==> src/rtl/pipeline_stage_memory.sv <==
// pipeline_stage_memory: data-memory access stage with wait-state FSM, timeout abort and load/store lane steering.
// Optional MEM_ALIGN_CHECK_EN turns misaligned accesses into faulting bubbles instead of masking the low address bits.
package pipeline_stage_memory_pkg;
  typedef enum logic [1:0] {MEM_BYTE = 2'd0, MEM_HALF = 2'd1, MEM_WORD = 2'd2} mem_width_t;
  typedef logic [4:0] register_id_t;
  localparam register_id_t ZERO = 5'd0;
  typedef struct packed {
    logic memRead;
    logic memWrite;
    mem_width_t memWidth;
    logic memSignExtend;
    logic regWrite;
  } control_signals_t;
  typedef struct packed {
    logic [31:0] data1;
    logic [31:0] data2;
  } register_data_t;
  typedef struct packed {
    logic bubbled;
    logic [31:0] pc;
    control_signals_t signals;
    logic [31:0] aluResult;
    register_data_t regData;
    register_id_t regWriteId;
    logic [31:0] regDataWrite;
  } pipeline_result_execuation_t;
  typedef struct packed {
    logic bubbled;
    logic [31:0] pc;
    control_signals_t signals;
    logic [31:0] aluResult;
    register_data_t regData;
    register_id_t regWriteId;
    logic [31:0] regDataWrite;
    logic regDataWriteReady;
  } pipeline_result_memory_t;
  typedef struct packed {
    register_id_t registerId;
    logic dataReady;
    logic [31:0] data;
  } stage_register_data_t;
endpackage

module pipeline_stage_memory
  import pipeline_stage_memory_pkg::*;
#(
  parameter int TIMEOUT_CYCLES = 255
) (
  input  logic                        clock,
  input  logic                        reset,
  input  pipeline_result_execuation_t pipelineResultExecuation,
  output logic                        memReq,
  output logic                        memWrite,
  output logic [31:0]                 memAddr,
  output logic [3:0]                  memByteEnable,
  output logic [31:0]                 memWriteData,
  input  logic                        memReady,
  input  logic [31:0]                 memReadData,
  output pipeline_result_memory_t     pipelineResultMemory,
  output stage_register_data_t        resultOfInstructionAfterMemory,
  output logic                        stallOnMemory,
`ifdef MEM_ALIGN_CHECK_EN
  output logic                        alignmentFault,
`endif
  output logic                        busFault
);
  localparam int CW = $clog2(TIMEOUT_CYCLES + 2);
  typedef enum logic {IDLE, WAIT} state_t;
  state_t state, nextState;
  logic [CW-1:0] waitCount;
  pipeline_result_execuation_t ex;
  pipeline_result_memory_t captured;
  logic isByte, isHalf, misaligned, memOp, timeout;
  logic [1:0] offset;
  logic [31:0] laneData, loadData;
  assign ex = pipelineResultExecuation;
  assign isByte = ex.signals.memWidth == MEM_BYTE;
  assign isHalf = ex.signals.memWidth == MEM_HALF;
`ifdef MEM_ALIGN_CHECK_EN
  assign misaligned = !ex.bubbled && (ex.signals.memRead || ex.signals.memWrite) &&
                      (isHalf ? ex.aluResult[0] : !isByte && ex.aluResult[1:0] != 2'b00);
  assign offset = ex.aluResult[1:0];
`else
  assign misaligned = 1'b0;
  assign offset = isByte ? ex.aluResult[1:0] : isHalf ? {ex.aluResult[1], 1'b0} : 2'b00;
`endif
  assign memOp = !ex.bubbled && (ex.signals.memRead || ex.signals.memWrite) && !misaligned;
  // Completion wins over timeout when memReady lands on the abort cycle.
  assign timeout = TIMEOUT_CYCLES != 0 && state == WAIT && !memReady && waitCount == CW'(TIMEOUT_CYCLES);
  always_ff @(posedge clock or posedge reset)
    if (reset) begin
      state <= IDLE;
      waitCount <= '0;
      busFault <= 1'b0;
`ifdef MEM_ALIGN_CHECK_EN
      alignmentFault <= 1'b0;
`endif
      pipelineResultMemory <= '0;
      pipelineResultMemory.bubbled <= 1'b1;
    end else begin
      state <= nextState;
      waitCount <= state == WAIT ? waitCount + 1'b1 : '0;
      busFault <= busFault | timeout;
`ifdef MEM_ALIGN_CHECK_EN
      alignmentFault <= alignmentFault | misaligned;
`endif
      if (stallOnMemory) pipelineResultMemory.bubbled <= 1'b1;
      else pipelineResultMemory <= captured;
    end
  always_comb
    nextState = state == IDLE ? (memOp && !memReady ? WAIT : IDLE) : (memReady || timeout ? IDLE : WAIT);
  always_comb begin
    memReq = !reset && ((state == IDLE && memOp) || state == WAIT);
    stallOnMemory = memReq && !memReady && !timeout;
    memWrite = ex.signals.memWrite;
    memAddr = {ex.aluResult[31:2], 2'b00};
    memByteEnable = isByte ? 4'b0001 << offset : isHalf ? 4'b0011 << offset : 4'b1111;
    memWriteData = isByte ? {4{ex.regData.data2[7:0]}} : isHalf ? {2{ex.regData.data2[15:0]}} : ex.regData.data2;
    laneData = memReadData >> {offset, 3'b000};
    loadData = isByte ? {{24{ex.signals.memSignExtend & laneData[7]}}, laneData[7:0]} :
               isHalf ? {{16{ex.signals.memSignExtend & laneData[15]}}, laneData[15:0]} : memReadData;
  end
  always_comb begin
    captured.bubbled = ex.bubbled | timeout | misaligned;
    captured.pc = ex.pc;
    captured.signals = ex.signals;
    captured.aluResult = ex.aluResult;
    captured.regData = ex.regData;
    captured.regWriteId = ex.regWriteId;
    captured.regDataWrite = ex.signals.memRead ? loadData : ex.regDataWrite;
    captured.regDataWriteReady = 1'b1;
  end
  always_comb begin
    resultOfInstructionAfterMemory.registerId = pipelineResultMemory.bubbled ? ZERO : pipelineResultMemory.regWriteId;
    resultOfInstructionAfterMemory.dataReady = pipelineResultMemory.bubbled | pipelineResultMemory.regDataWriteReady;
    resultOfInstructionAfterMemory.data = pipelineResultMemory.bubbled ? 32'd0 : pipelineResultMemory.regDataWrite;
  end
endmodule

==> config.mk <==
export PLATFORM = sky130hd
export DESIGN_NAME = pipeline_stage_memory
export DESIGN_NICKNAME = d
export VERILOG_FILES = /design/src/rtl/pipeline_stage_memory.sv
export SDC_FILE = /design/constraint.sdc
export NUM_CORES = 1
export LEC_CHECK = 0
export CAP_MARGIN = 20
export CORE_AREA = 5 5 185 187
export CTS_CLUSTER_DIAMETER = 100
export DETAILED_ROUTE_END_ITERATION = 8
export DIE_AREA = 0 0 190 192
export GPL_ROUTABILITY_DRIVEN = 0
export PLACE_DENSITY = 0.67
export SETUP_SLACK_MARGIN = 0.2
export SLEW_MARGIN = 40
export SYNTH_ARGS = -nofsm -noshare
export SYNTH_HDL_FRONTEND = slang
export SYNTH_SLANG_ARGS = --single-unit
==> constraint.sdc <==
create_clock -name clock -period 14 [get_ports clock]
set_input_delay 2.8 -clock clock [delete_from_list [all_inputs] [get_ports clock]]
set_output_delay 2.8 -clock clock [all_outputs]
set_load 0.05 [all_outputs]
Yosys cells after proc, flatten, opt, wreduce, memory -nomap -nowiden. Index checks and enable logic that the tools add are counted.

Output and inout port bits: 283. Bits of input ports: 207. Flip-flop bits (word level): 184.

Shift-type cells: 3. Reductions and logical operators: 16. Bitwise gates (word level): 6. Eq/ne operators: 2. Mux-type cells: 16. $add $sub $neg: 1.

Operators by type and width (number): 32-bit two-way mux (6); 32-bit by 5-bit right shift with 16-bit output (1); 9-bit by 1-bit adder with 9-bit output, second input constant (1); 9-bit by 8-bit equality test with 1-bit output, second input constant (1); 9-bit two-way mux (1); 1-bit logical AND (8); 4-bit two-way mux (2); 5-bit two-way mux (1); 1-bit zero test (4); 1-bit two-way mux (4); 2-bit two-way mux (2); 1-bit by 2-bit << shifter with 4-bit output, first input constant (1); 2-bit by 2-bit << shifter with 4-bit output, first input constant (1); 1-bit logical OR (3); 1-bit OR (3); 1-bit bitwise AND (2); 2-bit by 1-bit equality test with 1-bit output, second input constant (1); 2-bit zero test (1); 1-bit inverter (1).

Logic depth before layout (Yosys ltp). Gate-level depths: netlist of the first run.

Word-level depth: 8. Depth in mapped cells: 13. Depth with buffers taken out: 11.

Worst setup path after synthesis of the first run. No wires, ideal clock.

Path kind: input port to output port. From: input port pipelineResultExecuation[171] in the netlist's numbering. To: output port stallOnMemory. Arrival time: 5021 ps. Buffers on the path: 2. Path slack: 6179 ps. Stages: 6. Cells stage by stage: o21bai_1 > a21oi_1 > nand2_1 > clkinv_1 > clkbuf_1 > clkbuf_1.

Word-level cells in the longest chain between the ends: 7.

RTL lines: start, declared (line 51) `input pipeline_result_execuation_t pipelineResultExecuation,`; 1-bit zero test (line 87) `assign memOp = !ex.bubbled && (ex.signals.memRead || ex.signals.memWrite) && !misaligned;`; 1-bit logical AND (line 87); 1-bit logical AND (line 113) `memReq = !reset && ((state == IDLE && memOp) || state == WAIT);`; 1-bit logical OR (line 113); 1-bit logical AND (line 113); net memReq (line 52) `output logic memReq,`; 1-bit logical AND (2 in series) (line 114) `stallOnMemory = memReq && !memReady && !timeout;`; end, declared (line 61) `output logic stallOnMemory,`.

The timed path passes the listed nets, and every way through them passes these cells.

Worst setup path after layout of the first run.
From: input port pipelineResultExecuation[138] in the netlist's numbering. To: output port stallOnMemory.

Word-level cells in the longest chain between the ends: 7.

RTL lines (line): 1-bit logical OR (87); 1-bit logical AND (87); 1-bit logical AND (113); 1-bit logical OR (113); 1-bit logical AND (113); 1-bit logical AND (2 in series) (114).

No other way between the ends.

==> results of run 1 <==
cell usage in the layout, fill, tap and decap left out, types with 3 or more instances in the layout:
cell type and instances:
clkinv_2 3, a21oi_1 16, buf_6 4, clkinvlp_4 5, a22o_1 16, dfrtp_1 183, inv_1 9, mux4_2 3
inv_6 4, nand2_1 455, buf_4 4, a221o_1 5, nor2b_1 44, or3_1 10, and2_1 4, clkbuf_16 17
mux2i_1 8, nor2_1 47, o211ai_1 16, a211oi_1 6, o31ai_1 3, a22oi_1 8, nand3_1 6, mux2_2 17
nand2b_1 6, clkdlybuf4s50_1 485, nor3b_1 8, xor2_1 3, o21ai_0 31
registers in the layout, indices dropped and copies added, names as in the netlist:
register,flops
pipelineResultMemory,173
busFault,1
state,1
waitCount,9
synthesized netlist by cell type, types with 11 or more instances:
library cell,instances,area [um2]
a22o_1,16,140.1
buf_4,41,307.8
nand2_1,456,1712
o211ai_1,16,120.1
nor2b_1,44,275.3
o21ai_0,31,155.2
dfrtp_1,183,4579
mux2_2,17,191.4
buf_2,11,55.05
clkbuf_1,44,165.2
a21oi_1,16,80.08
nor2_1,47,176.4
area by class of cell:
type | count | share of cell area, %
Clock buffer | 17 | 2.963
Multi-Input combinational cell | 736 | 25.26
Tap cell | 442 | 3.852
Timing Repair Buffer | 495 | 34.41
Inverter | 11 | 0.4096
Clock inverter | 14 | 1.028
Sequential cell | 184 | 32.08
routing by layer:
metal / GRT usage, % / share of wire [%]
met5: 0 / 0
met2: 31.05 / 48
met1: 22.40 / 40
met3: 6.997 / 9.6
met4: 7.346 / 2.8
report_power, final:
group          leakage (uW)  total, uW  switching (uW)  internal, uW
logic               0.00394        583             377           205
registers           0.00219        610            32.1           577
clock network      0.000268        486             224           263
total               0.00640       1680             633          1050
how the worst max path moves through the flow:
| stage | start | end | slack (ns) | cells past startpoint |
|---|---|---|---|---|
| floorplan | pipelineResultExecuation[171] | stallOnMemory | 6.18 | 6 |
| global placement | pipelineResultExecuation[138] | stallOnMemory | 4.79 | 7 |
| detailed placement | pipelineResultExecuation[138] | stallOnMemory | 4.74 | 7 |
| CTS | pipelineResultExecuation[138] | stallOnMemory | 4.74 | 7 |
| global route | pipelineResultExecuation[138] | stallOnMemory | 4.51 | 7 |
| finish | pipelineResultExecuation[138] | stallOnMemory | 4.76 | 7 |
worst max-delay path: cells and delay by family:
kind | cells | cell delay (ns)
AOI/OAI and AO/OA | 2 | 0.51
and+or+nand+nor | 1 | 0.45
buffers and inverters | 4 | 2.53
stage by stage:
stage / setup WS, ns / util [%] / instance area (um2) / power (uW) / cells
after floorplan: 6.179 / - / 8838 / 967.3 / 1035
after global routing: 4.510 / 44.46 / 14360 / 1749 / 1899
after global placement: 4.788 / 42.60 / 13760 / 1203 / 1867
after CTS: 4.735 / 44.45 / 14350 / 1701 / 1899
final: 4.758 / 44.46 / 14360 / 1679 / 1899
after detailed placement: 4.742 / 42.68 / 13780 / 1207 / 1868
logic make-up (layout without fill, tap and decap cells):
| kind of cell | Yosys count | after routing | share of synthesized area [%] |
|---|---|---|---|
| adders and majority gates | 2 | 2 | 0.2832 |
| other | 1 | 2 | 0.04245 |
| xor gates and xnor gates | 4 | 4 | 0.3966 |
| muxes | 29 | 29 | 4.008 |
| AOI/OAI and AO/OA | 110 | 110 | 8.611 |
| DFF | 184 | 184 | 52.13 |
| buffers and inverters | 115 | 537 | 6.954 |
| and+or+nand+nor | 589 | 589 | 27.57 |
==> run summary, run 1 <==
Largest net degree at the start of global routing -> 122
Clock buffer depth -> 2
Via count -> 8589
Clock slew at reported path FFs -> 0.07 ns
Multi-input logic area -> 3626 um2
Average cell area after synthesis -> 8.544 um2
Row count -> 66
Root Buffer -> clkbuf_16
Final min period -> 9.242 ns
CP max stage delay -> 0.94 ns
Req. time, crit path -> 11.20 ns
Die width -> 190 um
Drt via density -> 4.523
Clock sink count -> 184
Layout cells sized above 1 -> 4.804%
Fillers -> 3200
CP max FO -> 102
Post-DP HPWL -> 26630 um
Crit. End Element -> primary output
Async set-reset flop share out of synthesis -> 100.0%
Synth Warn # -> 0
Number of global-route vias before repair -> 8744
Fmax -> 0.1082 GHz
Worst R2R Setup Slack -> 10.38 ns
Post-synthesis sequential area ratio -> 52.13%
Critical path's slowest cell -> clkdlybuf4s50_1
Die ar. -> 36480 um2
CORE AREA -> 32290 um2
Starting density of the core -> 27.36%
Drt pass-1 iters -> 7
Detailed Route WL -> 35280 um
Drt drc -> 0
Mapped Cells -> 1034
Worst-Skew Late Latency -> 0.45 ns
CTS resizes -> 0
Nets -> 1654
Max Cap Viol -> 0
Relative slew slack -> 43.88%
Tot GR Track Use -> 18.83%
Grt total ovfl -> 0
Antenna violations before repair -> 0
First-pass GRT wire length -> 52570 um
Critical path's most frequent cell -> clkdlybuf4s50_1
Unique masters post-synth -> 46
Area delta synth->final -> 62.50%
Smallest hold slack -> 0.4619 ns
Routed len/inst -> 18.58 um
RR Startpoint -> waitCount[0]$_DFF_PP0_
WS Path Type -> input pin to primary output
Diode count -> 0
Max-slew violations -> 0
Setup Total Neg Slack -> 0 ns
CTS buffer count -> 17
PortBufs -> 487
Die H -> 192 um
WHS Path Cells -> 1
Post-route ant nets -> 0
Post-synth EDFFs -> 0
DR iter-0 viols -> 482
PwrDens -> 116.9 nW/um2
RSZ-0062 raised after global routing -> no
Startpoint Class -> input pin
Flops & latches, synth -> 184
Post-synthesis instance area -> 8835 um2
VDD IR max -> 75.33 uV
Reg2Reg Depth -> 11
Period utilisation layout -> 66.02%
Sequential cell area -> 4606 um2
I/O pins -> 490
Final Skew -> 0.01052 ns
RR Endpoint -> pipelineResultMemory[157]$_DFFE_PP0N_
Crit path cell chain -> clkdlybuf4s50_1 > buf_4 > o21bai_1 > a21oi_1 > nand2_4 > inv_6 > clkdlybuf4s50_1
Status -> finished, final reports clean
WP data arrival -> 6.44 ns
Postcts setup bufs -> 0
Hold Path End -> waitCount[0]$_DFF_PP0_
Hold path start -> waitCount[0]$_DFF_PP0_
HP Class -> flip-flop to flip-flop
Synth Flop Type -> dfrtp_1
Finish-stage setup viols -> 0
Slew at the pin closest to its max-slew limit -> 0.8418 ns
CTS H-tree depth -> 4
Final hold vios -> 0
Lkg Pwr -> 0.006397 uW
CTS tree -> yes
Hold-fix buffers at CTS -> 0
(Power assumes the default switching activity.)
==> run 2, diff against run 1 <==
PLACE_DENSITY = 0.7   (was 0.67)
clock period = 7.75 ns   (was 14 ns; I/O delays follow)
==> run 2 against run 1 <==
  * Sequential cell count did not move
  * Via count grew 1.7%
  * Largest cell class unchanged
  * Count of clock-buffer cells in the layout rose by 1
  * Highest routed layer is now met5
  * Wire length rose by 2.3%
  * Critical path depth fell by 3
  * Total power is 86% higher
==> run summary, run 2 (synthesized netlist as in run 1, its figures left out) <==
Max-slew violations -> 0
Hold-fix buffers at CTS -> 0
Row count -> 66
Area delta synth->final -> 63.56%
Largest registers -> pipelineResultMemory x173, waitCount x9
Antenna violations before repair -> 1
PortBufs -> 487
Hold path start -> pipelineResultMemory[112]$_DFFE_PP0N_
Starting density of the core -> 27.36%
Slew at the pin closest to its max-slew limit -> 0.8004 ns
Postcts setup bufs -> 0
Largest net degree at the start of global routing -> 83
Sw Share -> 36.95%
Post-DP HPWL -> 27710 um
CTS buffer count -> 17
Clock slew at reported path FFs -> 0.07 ns
Root Buffer -> clkbuf_16
Startpoint Class -> input pin
Flop pwr share -> 35.3%
VDD IR max -> 140.9 uV
Critical Path Start -> pipelineResultExecuation[102]
Finish-stage setup viols -> 0
CTS tree -> yes
Grt total ovfl -> 0
WHS Path Cells -> 2
Final hold vios -> 0
Routed len/inst -> 18.97 um
DR iter-0 viols -> 456
Diode count -> 0
PwrDens -> 216.0 nW/um2
Setup Total Neg Slack -> 0 ns
Max reg flops -> 173
Drt pass-1 iters -> 4
Reg2Reg Depth -> 11
Number of global-route vias before repair -> 9013
CTS H-tree depth -> 4
Crit. End Element -> primary output
WS Path Type -> input pin to primary output
Worst R2R Setup Slack -> 4.55 ns
Relative slew slack -> 46.64%
CTS resizes -> 0
RR Startpoint -> waitCount[0]$_DFF_PP0_
Clock sink count -> 184
Fmax -> 0.1807 GHz
Most frequent cells in the layout -> clkdlybuf4s50_1 (484), nand2_1 (455), dfrtp_1 (183)
Lkg Pwr -> 0.006460 uW
Req. time, crit path -> 6.20 ns
Layout cells sized above 1 -> 5.137%
HP Class -> flip-flop to flip-flop
Post-route ant nets -> 0
Period utilisation layout -> 71.40%
Clock buffer depth -> 2
Final Skew -> 0.01149 ns
I/O pins -> 490
First-pass GRT wire length -> 53390 um
Status -> finished, final reports clean
Power Internal -> 1968 uW
Logic pwr share -> 34.0%
Die ar. -> 36480 um2
Detailed Route WL -> 36090 um
Tot GR Track Use -> 19.14%
Smallest hold slack -> 0.4657 ns
Hold Path End -> pipelineResultMemory[112]$_DFFE_PP0N_
CORE AREA -> 32290 um2
Drt drc -> 0
Switching power -> 1153 uW
Most common cell after layout, fill and taps aside -> clkdlybuf4s50_1
Nets -> 1657
RSZ-0062 raised after global routing -> no
Drt via density -> 4.595
Final min period -> 5.533 ns
Via count -> 8739
Worst-Skew Late Latency -> 0.44 ns
Die H -> 192 um
RR Endpoint -> pipelineResultMemory[62]$_DFFE_PP0N_
CP max FO -> 24
Die width -> 190 um
Max Cap Viol -> 0
Clock power share -> 30.7%
Biggest register -> pipelineResultMemory
WP data arrival -> 3.98 ns
## run 2: cell types whose count changed in the layout (fill, tap and decap cells not counted), moves of 2 or more
cell,before,now
bufinv_16,2,4
clkinvlp_4,5,1
buf_6,4,2
inv_8,0,2
buf_4,4,9
## run 2: metal layers
metal	up-vias	GRT usage, %	routed length (um)
li1	4095	-	-
met1	4141	21.71	13890
met2	435	31.97	17350
met3	66	7.415	3367
met4	2	8.765	1469
met5	-	0	7
## run 2: final cells by class
| class | count | area (um2) |
|---|---|---|
| clock buffers | 18 | 439.2 |
| flip-flops and latches | 184 | 4606 |
| repair buffers | 498 | 4972 |
| fillers | 3090 | 17840 |
| multi-input cells | 736 | 3633 |
| inverters | 11 | 53.80 |
| clock inverters | 13 | 192.7 |
| well taps | 442 | 553.0 |
## run 2: how the worst max path moves through the flow
stage | endpoint | cells after the start
floorplan | busFault$_DFF_PP0_ | 1
global placement | memByteEnable[0] | 6
detailed placement | memByteEnable[1] | 4
CTS | memByteEnable[1] | 4
global route | memByteEnable[1] | 4
finish | memByteEnable[1] | 4
## run 2: critical path, cell delays in order
cell,delay [ns]
clkdlybuf4s50_1,0.93
nor2b_2,0.58
nor2_1,0.18
clkdlybuf4s50_1,0.75
## run 2: stage by stage
stage,setup WS [ns],total power (uW),cells,instance area [um2],util (%)
3_5_place_dp,1.983,2187,1871,13810,42.78
4_1_cts,1.981,3162,1902,14440,44.73
2_1_floorplan,1.201,1747,1035,8838,-
6_report,2.217,3122,1902,14450,44.75
5_1_grt,2.133,3255,1902,14450,44.75
3_3_place_gp,1.959,2175,1869,13770,42.64
## run 2: power by group through the flow
| stage | sequential (uW) | combinational (uW) | clock, uW |
|---|---|---|---|
| final | 1100 | 1060 | 959 |
| after global routing | 1110 | 1110 | 1030 |
| after CTS | 1100 | 1070 | 990 |
| after detailed placement | 1120 | 1070 | 0 |
| after global placement | 1120 | 1060 | 0 |
| after floorplan | 1400 | 350 | 0 |
